### config.mk
export PLATFORM = sky130hd
export DESIGN_NAME = alu_input_loader
export DESIGN_NICKNAME = d
export VERILOG_FILES = /design/src/rtl/alu_pkg.sv /design/src/rtl/btn_conditioner.sv /design/src/rtl/alu_input_loader.sv
export SDC_FILE = /design/constraint.sdc
export NUM_CORES = 1
export LEC_CHECK = 0
export ABC_CLOCK_PERIOD_IN_PS = 2500
export BUFFER_PORTS_ARGS = -buffer_cell sky130_fd_sc_hd__buf_2
export CAP_MARGIN = 20
export CORE_MARGIN = 5
export CORE_UTILIZATION = 30
export CTS_BUF_LIST = sky130_fd_sc_hd__clkbuf_4
export CTS_CLUSTER_DIAMETER = 150
export DETAILED_ROUTE_END_ITERATION = 8
export PLACE_DENSITY = 0.58
export SYNTH_ARGS = -nofsm -noshare
export SYNTH_HDL_FRONTEND = slang
export SYNTH_SLANG_ARGS = --single-unit
### constraint.sdc
create_clock -name clk -period 2.5 [get_ports clk]
set_input_delay 0.75 -clock clk [delete_from_list [all_inputs] [get_ports clk]]
set_output_delay 0.75 -clock clk [all_outputs]
set_load 0.02 [all_outputs]
### src/rtl/alu_pkg.sv
// Shared ALU definitions: operand/opcode widths, opcode constants, legality check
// and the operand-set fill-state encoding.
package alu_pkg;

    localparam int unsigned NB_DATA = 4;
    localparam int unsigned NB_OP   = 6;

    localparam logic [NB_OP-1:0] OP_ADD = 6'b100000;
    localparam logic [NB_OP-1:0] OP_SUB = 6'b100010;
    localparam logic [NB_OP-1:0] OP_AND = 6'b100100;
    localparam logic [NB_OP-1:0] OP_OR  = 6'b100101;
    localparam logic [NB_OP-1:0] OP_XOR = 6'b100110;
    localparam logic [NB_OP-1:0] OP_NOR = 6'b100111;
    localparam logic [NB_OP-1:0] OP_SRA = 6'b000011;
    localparam logic [NB_OP-1:0] OP_SRL = 6'b000010;

    typedef enum logic [1:0] {
        EMPTY   = 2'd0,
        FILLING = 2'd1,
        READY   = 2'd2
    } fill_state_t;

    function automatic logic is_legal_op(input logic [NB_OP-1:0] op);
        case (op)
            OP_ADD, OP_SUB, OP_AND, OP_OR,
            OP_XOR, OP_NOR, OP_SRA, OP_SRL: return 1'b1;
            default:                        return 1'b0;
        endcase
    endfunction

endpackage

### src/rtl/btn_conditioner.sv
// Raw push-button to single-cycle press pulse: 2-FF synchronizer, stable-count
// debounce, and rising-edge detect on the debounced level.
module btn_conditioner #(
    parameter int unsigned DEBOUNCE_CYCLES = 1000000
) (
    input  logic clk,
    input  logic rst_n,
    input  logic btn,
    output logic rise_c
);

    localparam int unsigned CNT_W = $clog2(DEBOUNCE_CYCLES);
    localparam logic [CNT_W-1:0] CNT_MAX = CNT_W'(DEBOUNCE_CYCLES - 1);

    logic [1:0]       sync_q;
    logic [CNT_W-1:0] cnt_q;
    logic             level_q;
    logic             level_d_q;

    // Level flips only after DEBOUNCE_CYCLES consecutive disagreeing samples.
    always_ff @(posedge clk) begin
        if (!rst_n) begin
            sync_q    <= '0;
            cnt_q     <= '0;
            level_q   <= 1'b0;
            level_d_q <= 1'b0;
        end else begin
            sync_q    <= {sync_q[0], btn};
            level_d_q <= level_q;
            if (sync_q[1] != level_q) begin
                if (cnt_q == CNT_MAX) begin
                    level_q <= sync_q[1];
                    cnt_q   <= '0;
                end else begin
                    cnt_q <= cnt_q + CNT_W'(1);
                end
            end else begin
                cnt_q <= '0;
            end
        end
    end

    assign rise_c = level_q & ~level_d_q;

endmodule

### src/rtl/alu_input_loader.sv
// Loads ALU operands A/B and opcode from the switch bank on debounced button
// presses and tracks whether a complete, legal operand set is held.
module alu_input_loader
    import alu_pkg::*;
#(
    parameter int unsigned NB_DATA         = alu_pkg::NB_DATA,
    parameter int unsigned NB_OP           = alu_pkg::NB_OP,
    parameter int unsigned NB_SW           = 8,
    parameter int unsigned DEBOUNCE_CYCLES = 1000000
) (
    input  logic               clk,
    input  logic               i_rst_n,
    input  logic [NB_SW-1:0]   i_sw,
    input  logic               i_btn_a,
    input  logic               i_btn_b,
    input  logic               i_btn_op,
    output logic [NB_DATA-1:0] o_datoA,
    output logic [NB_DATA-1:0] o_datoB,
    output logic [NB_OP-1:0]   o_operation,
    output logic               o_valid,
    output logic               o_new,
    output logic               o_err
);

    logic ld_a_c;
    logic ld_b_c;
    logic ld_op_c;

    btn_conditioner #(.DEBOUNCE_CYCLES(DEBOUNCE_CYCLES)) u_btn_a (
        .clk(clk), .rst_n(i_rst_n), .btn(i_btn_a), .rise_c(ld_a_c)
    );
    btn_conditioner #(.DEBOUNCE_CYCLES(DEBOUNCE_CYCLES)) u_btn_b (
        .clk(clk), .rst_n(i_rst_n), .btn(i_btn_b), .rise_c(ld_b_c)
    );
    btn_conditioner #(.DEBOUNCE_CYCLES(DEBOUNCE_CYCLES)) u_btn_op (
        .clk(clk), .rst_n(i_rst_n), .btn(i_btn_op), .rise_c(ld_op_c)
    );

    // Switch bits above the opcode field never reach any register.
    logic unused_sw_c;
    assign unused_sw_c = ^i_sw[NB_SW-1:NB_OP];

    fill_state_t        state_q;
    fill_state_t        state_d;
    logic [2:0]         flags_q;
    logic [2:0]         flags_d;
    logic [NB_DATA-1:0] a_d;
    logic [NB_DATA-1:0] b_d;
    logic [NB_OP-1:0]   op_d;
    logic               err_d;
    logic               valid_d;
    logic               new_d;
    logic               op_ok_c;
    logic               accept_c;

    always_ff @(posedge clk) begin
        if (!i_rst_n) begin
            state_q     <= EMPTY;
            flags_q     <= '0;
            o_datoA     <= '0;
            o_datoB     <= '0;
            o_operation <= '0;
            o_valid     <= 1'b0;
            o_new       <= 1'b0;
            o_err       <= 1'b0;
        end else begin
            state_q     <= state_d;
            flags_q     <= flags_d;
            o_datoA     <= a_d;
            o_datoB     <= b_d;
            o_operation <= op_d;
            o_valid     <= valid_d;
            o_new       <= new_d;
            o_err       <= err_d;
        end
    end

    // All load pulses in a cycle apply together from the same switch sample.
    always_comb begin
        state_d  = state_q;
        flags_d  = flags_q;
        a_d      = o_datoA;
        b_d      = o_datoB;
        op_d     = o_operation;
        err_d    = o_err;
        op_ok_c  = is_legal_op(i_sw[NB_OP-1:0]);
        accept_c = ld_a_c | ld_b_c | (ld_op_c & op_ok_c);

        if (ld_a_c) begin
            a_d        = i_sw[NB_DATA-1:0];
            flags_d[0] = 1'b1;
        end
        if (ld_b_c) begin
            b_d        = i_sw[NB_DATA-1:0];
            flags_d[1] = 1'b1;
        end
        if (ld_op_c) begin
            if (op_ok_c) begin
                op_d       = i_sw[NB_OP-1:0];
                flags_d[2] = 1'b1;
            end else begin
                err_d = 1'b1;
            end
        end

        case (state_q)
            EMPTY: begin
                if (accept_c) begin
                    state_d = (&flags_d) ? READY : FILLING;
                end
            end
            FILLING: begin
                if (&flags_d) begin
                    state_d = READY;
                end
            end
            READY:   state_d = READY;
            default: state_d = EMPTY;
        endcase

        valid_d = (state_d == READY);
        new_d   = accept_c && (state_d == READY);
    end

endmodule

==> results.cfg, run 1 <==
[die]
boundaryPins = 30
die_h_um = 125
start_util_pct = 30.9
chipWidth_um = 125
dieArea_um2 = 15500
core-area_um2 = 12800
fp-row-count = 41

[route]
ant_nets = 0
drt-pass1-iter-count = 4
routedWlPerCell_um = 11.9
drc = 0
wl_um = 7660
drtIter0Drc = 210
avgViaCountPerCell = 4.83
vias = 3105

[global_routing]
antenna_found_initial = 0
grt_pass1_wl_um = 13400
grt_pass1_vias = 2950
grtUsageTotal_pct = 10.0
overflow = 0
grt_max_degree = 21

[layout]
area_delta_synth_final_pct = 13.5
postLayoutCoreUtil_pct = 35.0
num_antenna_cells = 0
design_area_um2 = 4470
nets = 482
post_route_cells_drive_above_1_share_pct = 13.2
fin_cells = 643

[sta]
skew_ns = 0.0230
fmax_ghz = 0.491
rsz0062_at_grt = no
relSlewSlack_pct = 55.3
finalMaxSlewViolations = 0
final.min_clock_period_ns = 2.04
setup_violations = 0
tns_ns = 0
hold_violations = 0
layout_worst_path_cycle_share_pct = 81.5
worst_slew_pin_slew_ns = 0.665

[cts]
cts_resized = 0
cts_tree = built
cts-root-buf = clkbuf_4
clk_latency_ns = 0.44
cts-htree-levels = 3
cts_setup_buffers = 0
clock-sinks = 94
clkTransAtPathRegs_ns = 0.16
clockBufferDepth = 2
hold_buffers = 0
cts_buffers = 9

[synth]
synth_edf_count = 0
async_flop_share_pct = 0
synth-seq-cells = 94
syn_avg_cell_area_um2 = 9.02
ys_warn_count = 0
syn_inst = 437
syn_area_um2 = 3940
ys_types = 46
synth_seq_area_share_pct = 47.7
synthesis.nets = 453
synth_ff_type = dfxtp_1

[power_and_ir_drop]
ir_worst_vdd_mv = 0.259
p_per_area_nw_per_um2 = 581
leakage_nw = 1.50
p_total_mw = 2.60

[job]
cap_violations = 0

[worst_setup_path]
rr_worst_depth = 4
start_kind = register
worst_r2r_endpoint = u_btn_b.cnt_q[17]
reg2reg_from = u_btn_b.cnt_q[5]
slowest_stage = or4_1
crit_type = reg -> reg
max_stage_delay_ns = 0.64
worst_ep_arrival_time_ns = 2.40
rrSetupSlack_ns = 0.46
critPathRequiredTime_ns = 2.86
endpoint_kind = register
cp_max_fo = 8
crit_path_frequent_cell = or4_1
crit_chain = nand4_2, or4_1, or4_1, a21oi_1

[worst_hold_path]
hold_depth = 1
hold_end = u_btn_a.sync_q[1]
hold_path.class = reg -> reg
worstHoldStart = u_btn_a.sync_q[0]

[outcome]
outcome = finished clean

[placed_design]
dp_hpwl_um = 5270
io_buffers = 27
gp_congestion = 0.821
dpl-instance-area_um2 = 4280
dp.cells = 627
==> worst max path at each step <==
stage	start	endpoint	slack [ns]	depth (start not counted)
floorplan	u_btn_a.cnt_q[0]	u_btn_a.cnt_q[10]	0.61	7
global route	u_btn_b.cnt_q[6]	u_btn_b.cnt_q[17]	0.32	4
detailed placement	u_btn_b.cnt_q[5]	u_btn_b.cnt_q[17]	0.49	4
CTS	u_btn_b.cnt_q[5]	u_btn_b.cnt_q[17]	0.44	4
finish	u_btn_b.cnt_q[5]	u_btn_b.cnt_q[17]	0.46	4
global placement	u_btn_b.cnt_q[5]	u_btn_b.cnt_q[17]	0.54	4
==> registers in the layout (all words and copies together) (netlist names), 3 cells and up <==
register / flops
flags_q: 3
o_datoA: 4
o_datoB: 4
o_operation: 6
u_btn_b.cnt_q: 20
u_btn_op.cnt_q: 20
u_btn_a.cnt_q: 20
==> per-stage QoR <==
stage                     hold WS, ns  setup slack (ns)
after CTS                       0.461             0.436
final                           0.451             0.462
after floorplan                 0.412             0.606
after detailed placement        0.427             0.491
after global routing            0.474             0.319
after global placement          0.415             0.540
==> layer usage <==
metal	GRT usage, %	wire length (um)	up-vias
met5	0	0	-
met2	16.5	3510	39
met4	2.58	90	0
li1	-	-	1620
met1	12.8	3770	1441
met3	3.22	296	5
==> critical path: cells and delay by family (launching register included) <==
family | cells | cell delay [ns]
DFF | 1 | 0.49
AOI/OAI and AO/OA | 1 | 0.15
and+or+nand+nor | 3 | 1.34
==> layout by cell type (no fill, tap or decap), types with 2 or more instances in the layout <==
cell,count
o21a_1,3
nand4_1,21
or3_2,3
dfxtp_1,94
nand2b_1,3
buf_4,6
a31o_2,3
o22ai_1,2
and4_1,4
clkbuf_4,10
nand3_1,22
ha_1,3
o31ai_1,12
nor3_1,6
xnor2_1,15
nor2_1,58
bufinv_16,3
o21ai_0,11
nor3b_1,2
a22oi_1,2
and2_1,12
inv_1,14
nor4_1,5
buf_2,27
nand2_1,17
and3_1,11
xor2_1,24
or4_1,9
or3_1,9
a21oi_1,25
nor4b_1,5
mux2i_1,8
o211ai_1,2
nor2b_1,3
==> cell families (layout without fill, tap and decap cells) <==
| logic type | count (synthesis) | in the layout | share of synthesized area, % |
|---|---|---|---|
| AOI/OAI and AO/OA | 65 | 65 | 10.4 |
| xor gates and xnor gates | 39 | 39 | 8.66 |
| adders and majority gates | 3 | 3 | 0.952 |
| buffers and inverters | 30 | 64 | 2.89 |
| DFF | 94 | 94 | 47.7 |
| muxes | 8 | 8 | 2.03 |
| and+or+nand+nor | 198 | 198 | 27.4 |
==> cells in the mapped netlist, drive strengths merged, types with 2 or more instances <==
| cell | n | share of area, % |
|---|---|---|
| nand2b | 3 | 0.48 |
| and3 | 11 | 1.7 |
| dfxtp | 94 | 48 |
| nor4b | 5 | 1.1 |
| nor3 | 6 | 0.76 |
| and2 | 13 | 2.1 |
| a21oi | 25 | 3.2 |
| xor2 | 24 | 5.3 |
| inv | 14 | 1.3 |
| ha | 3 | 0.95 |
| o22ai | 2 | 0.32 |
| nand3 | 22 | 2.8 |
| mux2i | 8 | 2.0 |
| xnor2 | 15 | 3.3 |
| o21a | 3 | 0.57 |
| nor2b | 3 | 0.48 |
| clkbuf | 14 | 1.3 |
| and4 | 5 | 1.1 |
| nor2 | 58 | 5.5 |
| nor3b | 2 | 0.38 |
| o211ai | 3 | 0.70 |
| or3 | 12 | 2.0 |
| nor4 | 5 | 0.79 |
| or4 | 9 | 1.7 |
| o31ai | 12 | 2.3 |
| a22oi | 2 | 0.38 |
| a31o | 3 | 0.67 |
| o21ai | 11 | 1.4 |
| nand2 | 17 | 1.6 |
| nand4 | 22 | 3.6 |
==> area by class of cell <==
cell class                 instances  area, um^2
timing repair buffer              33         180
tap                              172         215
clock inverter                     6         118
sequential                        94        1880
clock buffer                      10        75.1
inverter                          15        56.3
multi-input combinational        313        1950
fill                            1311        8300
==> report_power, final <==
| part | switching (mW) | total, mW | internal [mW] |
|---|---|---|---|
| Combinational | 0.0346 | 0.0514 | 0.0168 |
| Clock | 0.513 | 1.04 | 0.528 |
| Sequential | 0.00336 | 1.51 | 1.50 |
No activity file was read; power rests on OpenSTA's default activity.
==> run 2: changes to the inputs <==
Settings changed: ABC_CLOCK_PERIOD_IN_PS 2500 to 1920.
Clock period 2.5 ns to 1.92 ns, I/O delays scaled along.
==> run 2 against run 1 <==
Against the previous run:
- first-iteration DRC count is 20% lower
- register-to-register slack worse by 0.35 ns
- sequential cell count stayed put
- sequential share of layout area is 0.68 points lower
- cell count is 3.1% higher
- clock-buffer cell count stayed put
- hold slack worse by 0.10 ns
- via count is 3.0% higher
- power is 11% higher
- non-clock buffer count is 21 higher
==> results.cfg, run 2 (synthesis gave the netlist of run 1 again) <==
[outcome]
outcome = finished clean

[route]
vias = 3198
drt-pass1-iter-count = 4
drc = 0
routedWlPerCell_um = 12.0
wl_um = 7940
drtIter0Drc = 167
ant_nets = 0
avgViaCountPerCell = 4.82

[sta]
setup_violations = 0
layout_worst_path_cycle_share_pct = 94.1
relSlewSlack_pct = 56.3
skew_ns = 0.0181
final.min_clock_period_ns = 1.81
finalMaxSlewViolations = 0
worst_slack_ns = 0.114
rsz0062_at_grt = no
worst_slew_pin_slew_ns = 0.649
tns_ns = 0
hold_violations = 0
fmax_ghz = 0.554
hold_slack_ns = 0.350

[placed_design]
dp_hpwl_um = 5590
io_buffers = 27
dpl-instance-area_um2 = 4420
pre_cts_ws_ns = 0.0613
gp_congestion = 0.757

[power_and_ir_drop]
leakage_nw = 1.57
p_per_area_nw_per_um2 = 633
p_total_mw = 2.88
ir_worst_vdd_mv = 0.208

[worst_setup_path]
start_kind = register
worst_ep_arrival_time_ns = 2.12
critPathRequiredTime_ns = 2.24
endpoint_kind = register
crit_type = reg -> reg
cp_max_fo = 10
rr_worst_depth = 6

[die]
start_util_pct = 30.9
dieArea_um2 = 15500
die_h_um = 125
fp-row-count = 41
chipWidth_um = 125
core-area_um2 = 12800
boundaryPins = 30

[layout]
top_regs = u_btn_a.cnt_q: 20 flops, u_btn_b.cnt_q: 20 flops, u_btn_op.cnt_q: 20 flops
final_cell_mix = dfxtp_1 (91), nor2_1 (58), buf_2 (28)
multi_input_area_um2 = 1960
nets = 503
final_common_cell = dfxtp_1
num-fill-cells = 1291
post_route_cells_drive_above_1_share_pct = 17.1
design_area_um2 = 4560
seq_area_um2 = 1890
area_delta_synth_final_pct = 15.6

[global_routing]
grt_pass1_wl_um = 13600
grt_pass1_vias = 3056
antenna_found_initial = 2
grt_max_degree = 21
overflow = 0
grtUsageTotal_pct = 10.3

[cts]
hold_buffers = 0
clock-sinks = 94
cts_buffers = 9
clkTransAtPathRegs_ns = 0.12
clockBufferDepth = 2
cts-root-buf = clkbuf_4
cts-htree-levels = 3
clk_latency_ns = 0.43
cts_tree = built

[job]
cap_violations = 0

[worst_hold_path]
hold_depth = 2
hold_path.class = in -> reg
run 2: cell count changes in the layout (fill, tap and decap cells not counted), moves of 2 or more:
cell / delta
buf_4: +18
buf_6: +2
clkinv_1: +3
dfxtp_2: +3
bufinv_16: -3
dfxtp_1: -3
run 2: what timing repair did:
item / 4_1_cts / 5_1_grt
gates resized for setup: 0 / 9
setup endpoints to repair: 0 / 28
setup buffers: 0 / 1
endpoints found under the hold margin: 0 / 0
run 2: path summary, 6_finish.rpt:
path	to	from	slack, ns
worst max-delay path	u_btn_op.cnt_q[4]	u_btn_op.cnt_q[0]	0.11
worst max register to register	u_btn_op.cnt_q[4]	u_btn_op.cnt_q[0]	0.11
worst min register to register	u_btn_b.sync_q[1]	u_btn_b.sync_q[0]	0.45
worst min-delay path	u_btn_b.sync_q[0]	i_btn_b	0.35
run 2: power by group:
part / internal (mW) / switching (mW) / leakage (nW)
registers: 1.96 / 0.00453 / 0.760
logic: 0.0269 / 0.0457 / 0.751
clock network: 0.254 / 0.593 / 0.0546
run 2: stage by stage:
| step | instances | util, % |
|---|---|---|
| after floorplan | 437 | - |
| after global placement | 646 | 34.6 |
| after detailed placement | 646 | 34.6 |
| after CTS | 660 | 35.3 |
| after global routing | 663 | 35.7 |
| final | 663 | 35.7 |
run 2: worst max-delay path, stage by stage (launching register included):
cell      delay (ns)
dfxtp_1         0.41
ha_2            0.24
and2_1          0.20
nand4_1         0.18
o211ai_1        0.32
buf_2           0.30
nor2_1          0.07
run 2: metal layers:
layer  vias up  wire length (um)  global-route usage [%]
met2        35              3810                    17.0
met5         -                13                       0
met1      1489              3720                    12.4
met3        10               288                    3.56
li1       1662                 -                       -
met4         2               104                    3.87
run 2: area by class of cell:
class                           instances  area share, %
Multi-Input combinational cell        313           43.1
Tap cell                              172           4.72
Timing Repair Buffer                   54           7.53
Inverter                               15           1.24
Antenna cell                            1         0.0549
Clock inverter                          4          0.357
Clock buffer                           10           1.65
Sequential cell                        94           41.4
==> run 3: changes to the inputs <==
Settings changed: SLEW_MARGIN set to 20, SYNTH_HIERARCHICAL set to 1.
==> run 3 against run 2 <==
Against the previous run:
- non-clock buffer count grew 1
- sequential share of layout area decreased by 1.5 points
- largest cell class unchanged
- highest routed layer is now met4
- global-route usage grew 0.19 points
- die area increased by 1.3%
- via count down 3.2%
- register-to-register slack hardly changed
- hold slack better by 0.0021 ns
- final area rose by 4.0%
- critical path depth decreased by 2
- sequential cell count is the same
==> results.cfg, run 3 <==
[sta]
relSlewSlack_pct = 73.8
skew_ns = 0.0103
hold_violations = 0
setup_violations = 0
worst_slew_pin_slew_ns = 0.393
fmax_ghz = 0.558
hold_slack_ns = 0.352
layout_worst_path_cycle_share_pct = 93.4
rsz0062_at_grt = yes
final.min_clock_period_ns = 1.79
finalMaxSlewViolations = 0

[die]
dieArea_um2 = 15700
start_util_pct = 30.4
fp-row-count = 42
die_h_um = 125
chipWidth_um = 125
core-area_um2 = 13100
boundaryPins = 30

[worst_setup_path]
max_stage_delay_ns = 0.52
worst_r2r_endpoint = u_btn_op/level_q
critPathTopFamily = simple AND/OR/NAND/NOR gates
worst_ep_arrival_time_ns = 2.16
crit_buf_inv = 0
crit_type = reg -> reg
critPathRequiredTime_ns = 2.29
slowest_stage = or4b_1
endpoint_kind = register
rr_worst_depth = 4
crit_chain = or4b_1, or3_4, or3_1, a21boi_1
cp_max_fo = 4
reg2reg_from = u_btn_op/cnt_q[7]
start_kind = register
rrSetupSlack_ns = 0.13

[synth]
synth_edf_count = 0
yosys.area.top_type = dfxtp_1
ys_top_cells_by_count = dfxtp_1 (94), nor2_1 (56), xnor2_1 (28), nand3_1 (22), nand4_1 (21)
syn_area_um2 = 4000
synth_ff_type = dfxtp_1
syn_inst = 426
ys_types = 48
synth_seq_area_share_pct = 47.1
synth_area_leaders = dfxtp_1 (47%), xnor2_1 (6.1%), nor2_1 (5.3%)
synth_top_area_share_pct = 47.1
synthesis.nets = 442
synthMostInstantiatedCell = dfxtp_1
async_flop_share_pct = 0
syn_avg_cell_area_um2 = 9.38
ys_warn_count = 6
synth-seq-cells = 94

[cts]
clkTransAtPathRegs_ns = 0.14
clockBufferDepth = 2
clock-sinks = 94
cts_buffers = 9
cts-htree-levels = 3
clk_latency_ns = 0.43
cts_tree = built
cts-root-buf = clkbuf_4

[placed_design]
dp.cells = 649
dp_hpwl_um = 5760
gp_congestion = 0.757
io_buffers = 27

[route]
drt-pass1-iter-count = 4
ant_nets = 0
avgViaCountPerCell = 4.65
drtIter0Drc = 248
drc = 0
wl_um = 7880
routedWlPerCell_um = 11.9
vias = 3095

[global_routing]
overflow = 0
antenna_found_initial = 0
grtUsageTotal_pct = 10.5
grt_pass1_vias = 3055
grt_max_degree = 20
grt_pass1_wl_um = 14100

[worst_hold_path]
worstHoldStart = i_btn_op
hold_depth = 2
hold_end = u_btn_op/sync_q[0]
hold_path.class = in -> reg

[layout]
final_cell_mix = dfxtp_1 (90), nor2_1 (56), xnor2_1 (28)
post_route_cells_drive_above_1_share_pct = 18.4
num_antenna_cells = 0
postLayoutCoreUtil_pct = 36.0
fin_cells = 665
nets = 500
final_common_cell = dfxtp_1
top_regs = u_btn_a/cnt_q: 20 flops, u_btn_b/cnt_q: 20 flops, u_btn_op/cnt_q: 20 flops
area_delta_synth_final_pct = 18.5
num-fill-cells = 1344

[power_and_ir_drop]
p_total_mw = 3.37
ir_worst_vdd_mv = 0.335
leakage_nw = 1.58
p_per_area_nw_per_um2 = 712

[outcome]
outcome = finished clean

[job]
cap_violations = 0
## run 3: changes by cell type after synthesis, moves of 9 or more
cell / before / now
a21oi_1: 25 / 9
nor2b_1: 3 / 12
clkbuf_1: 14 / 2
nor4_1: 5 / 16
xnor2_1: 15 / 28
o31ai_1: 12 / 0
## run 3: cell families (layout without fill, tap and decap cells)
logic type | count (synthesis) | in the layout | share of synthesized area [%]
DFF | 94 | 94 | 47.1
adders and majority gates | 3 | 3 | 0.939
muxes | 10 | 10 | 2.50
xor gates and xnor gates | 48 | 48 | 10.5
and+or+nand+nor | 205 | 205 | 28.3
AOI/OAI and AO/OA | 39 | 39 | 7.39
buffers and inverters | 27 | 90 | 3.22
## run 3: final cells by class
cell class | instances | area (um^2) | area share [%]
well taps | 176 | 220 | 4.65
multi-input cells | 305 | 1990 | 41.9
inverters | 19 | 71.3 | 1.51
flip-flops and latches | 94 | 1890 | 39.8
clock buffers | 11 | 82.6 | 1.74
clock inverters | 5 | 106 | 2.25
repair buffers | 55 | 383 | 8.08
## run 3: layer usage
| layer | GRT usage (%) | vias up | wire length, um |
|---|---|---|---|
| li1 | - | 1611 | - |
| met1 | 13.1 | 1446 | 3730 |
| met2 | 17.8 | 31 | 3820 |
| met3 | 3.03 | 7 | 236 |
| met4 | 3.00 | 0 | 90 |
| met5 | 0 | - | 0 |
## run 3: what timing repair did
item	in CTS	in global routing
hold buffers	0	0
hold endpoints to repair	0	0
endpoints found under the setup margin	0	6
setup buffers	0	0
gates resized for setup	0	4
## run 3: worst max path at each step
stage,start,end,cells past startpoint,slack (ns)
2_1_floorplan,u_btn_a/cnt_q[0],u_btn_a/cnt_q[14],6,0.1
3_3_place_gp,u_btn_b/cnt_q[8],u_btn_b/cnt_q[17],5,0.18
3_5_place_dp,u_btn_a/cnt_q[1],u_btn_a/cnt_q[18],6,0.15
4_1_cts,u_btn_b/cnt_q[11],u_btn_b/cnt_q[17],4,0.09
5_1_grt,u_btn_a/cnt_q[1],u_btn_a/cnt_q[18],6,-0.01
6_report,u_btn_op/cnt_q[7],u_btn_op/level_q,4,0.13
## run 3: through the flow
| step | TNS, ns | area (um^2) | worst slack (ns) |
|---|---|---|---|
| 2_1_floorplan | 0 | 4000 | 0.0958 |
| 3_3_place_gp | 0 | 4540 | 0.181 |
| 3_5_place_dp | 0 | 4540 | 0.150 |
| 4_1_cts | 0 | 4730 | 0.0920 |
| 5_1_grt | -0.0130 | 4740 | -0.0130 |
| 6_report | 0 | 4740 | 0.127 |
## run 3: where the power goes
group / switching [mW] / internal (mW)
clock: 0.644 / 0.694
combinational: 0.0421 / 0.0309
sequential: 0.00414 / 1.96
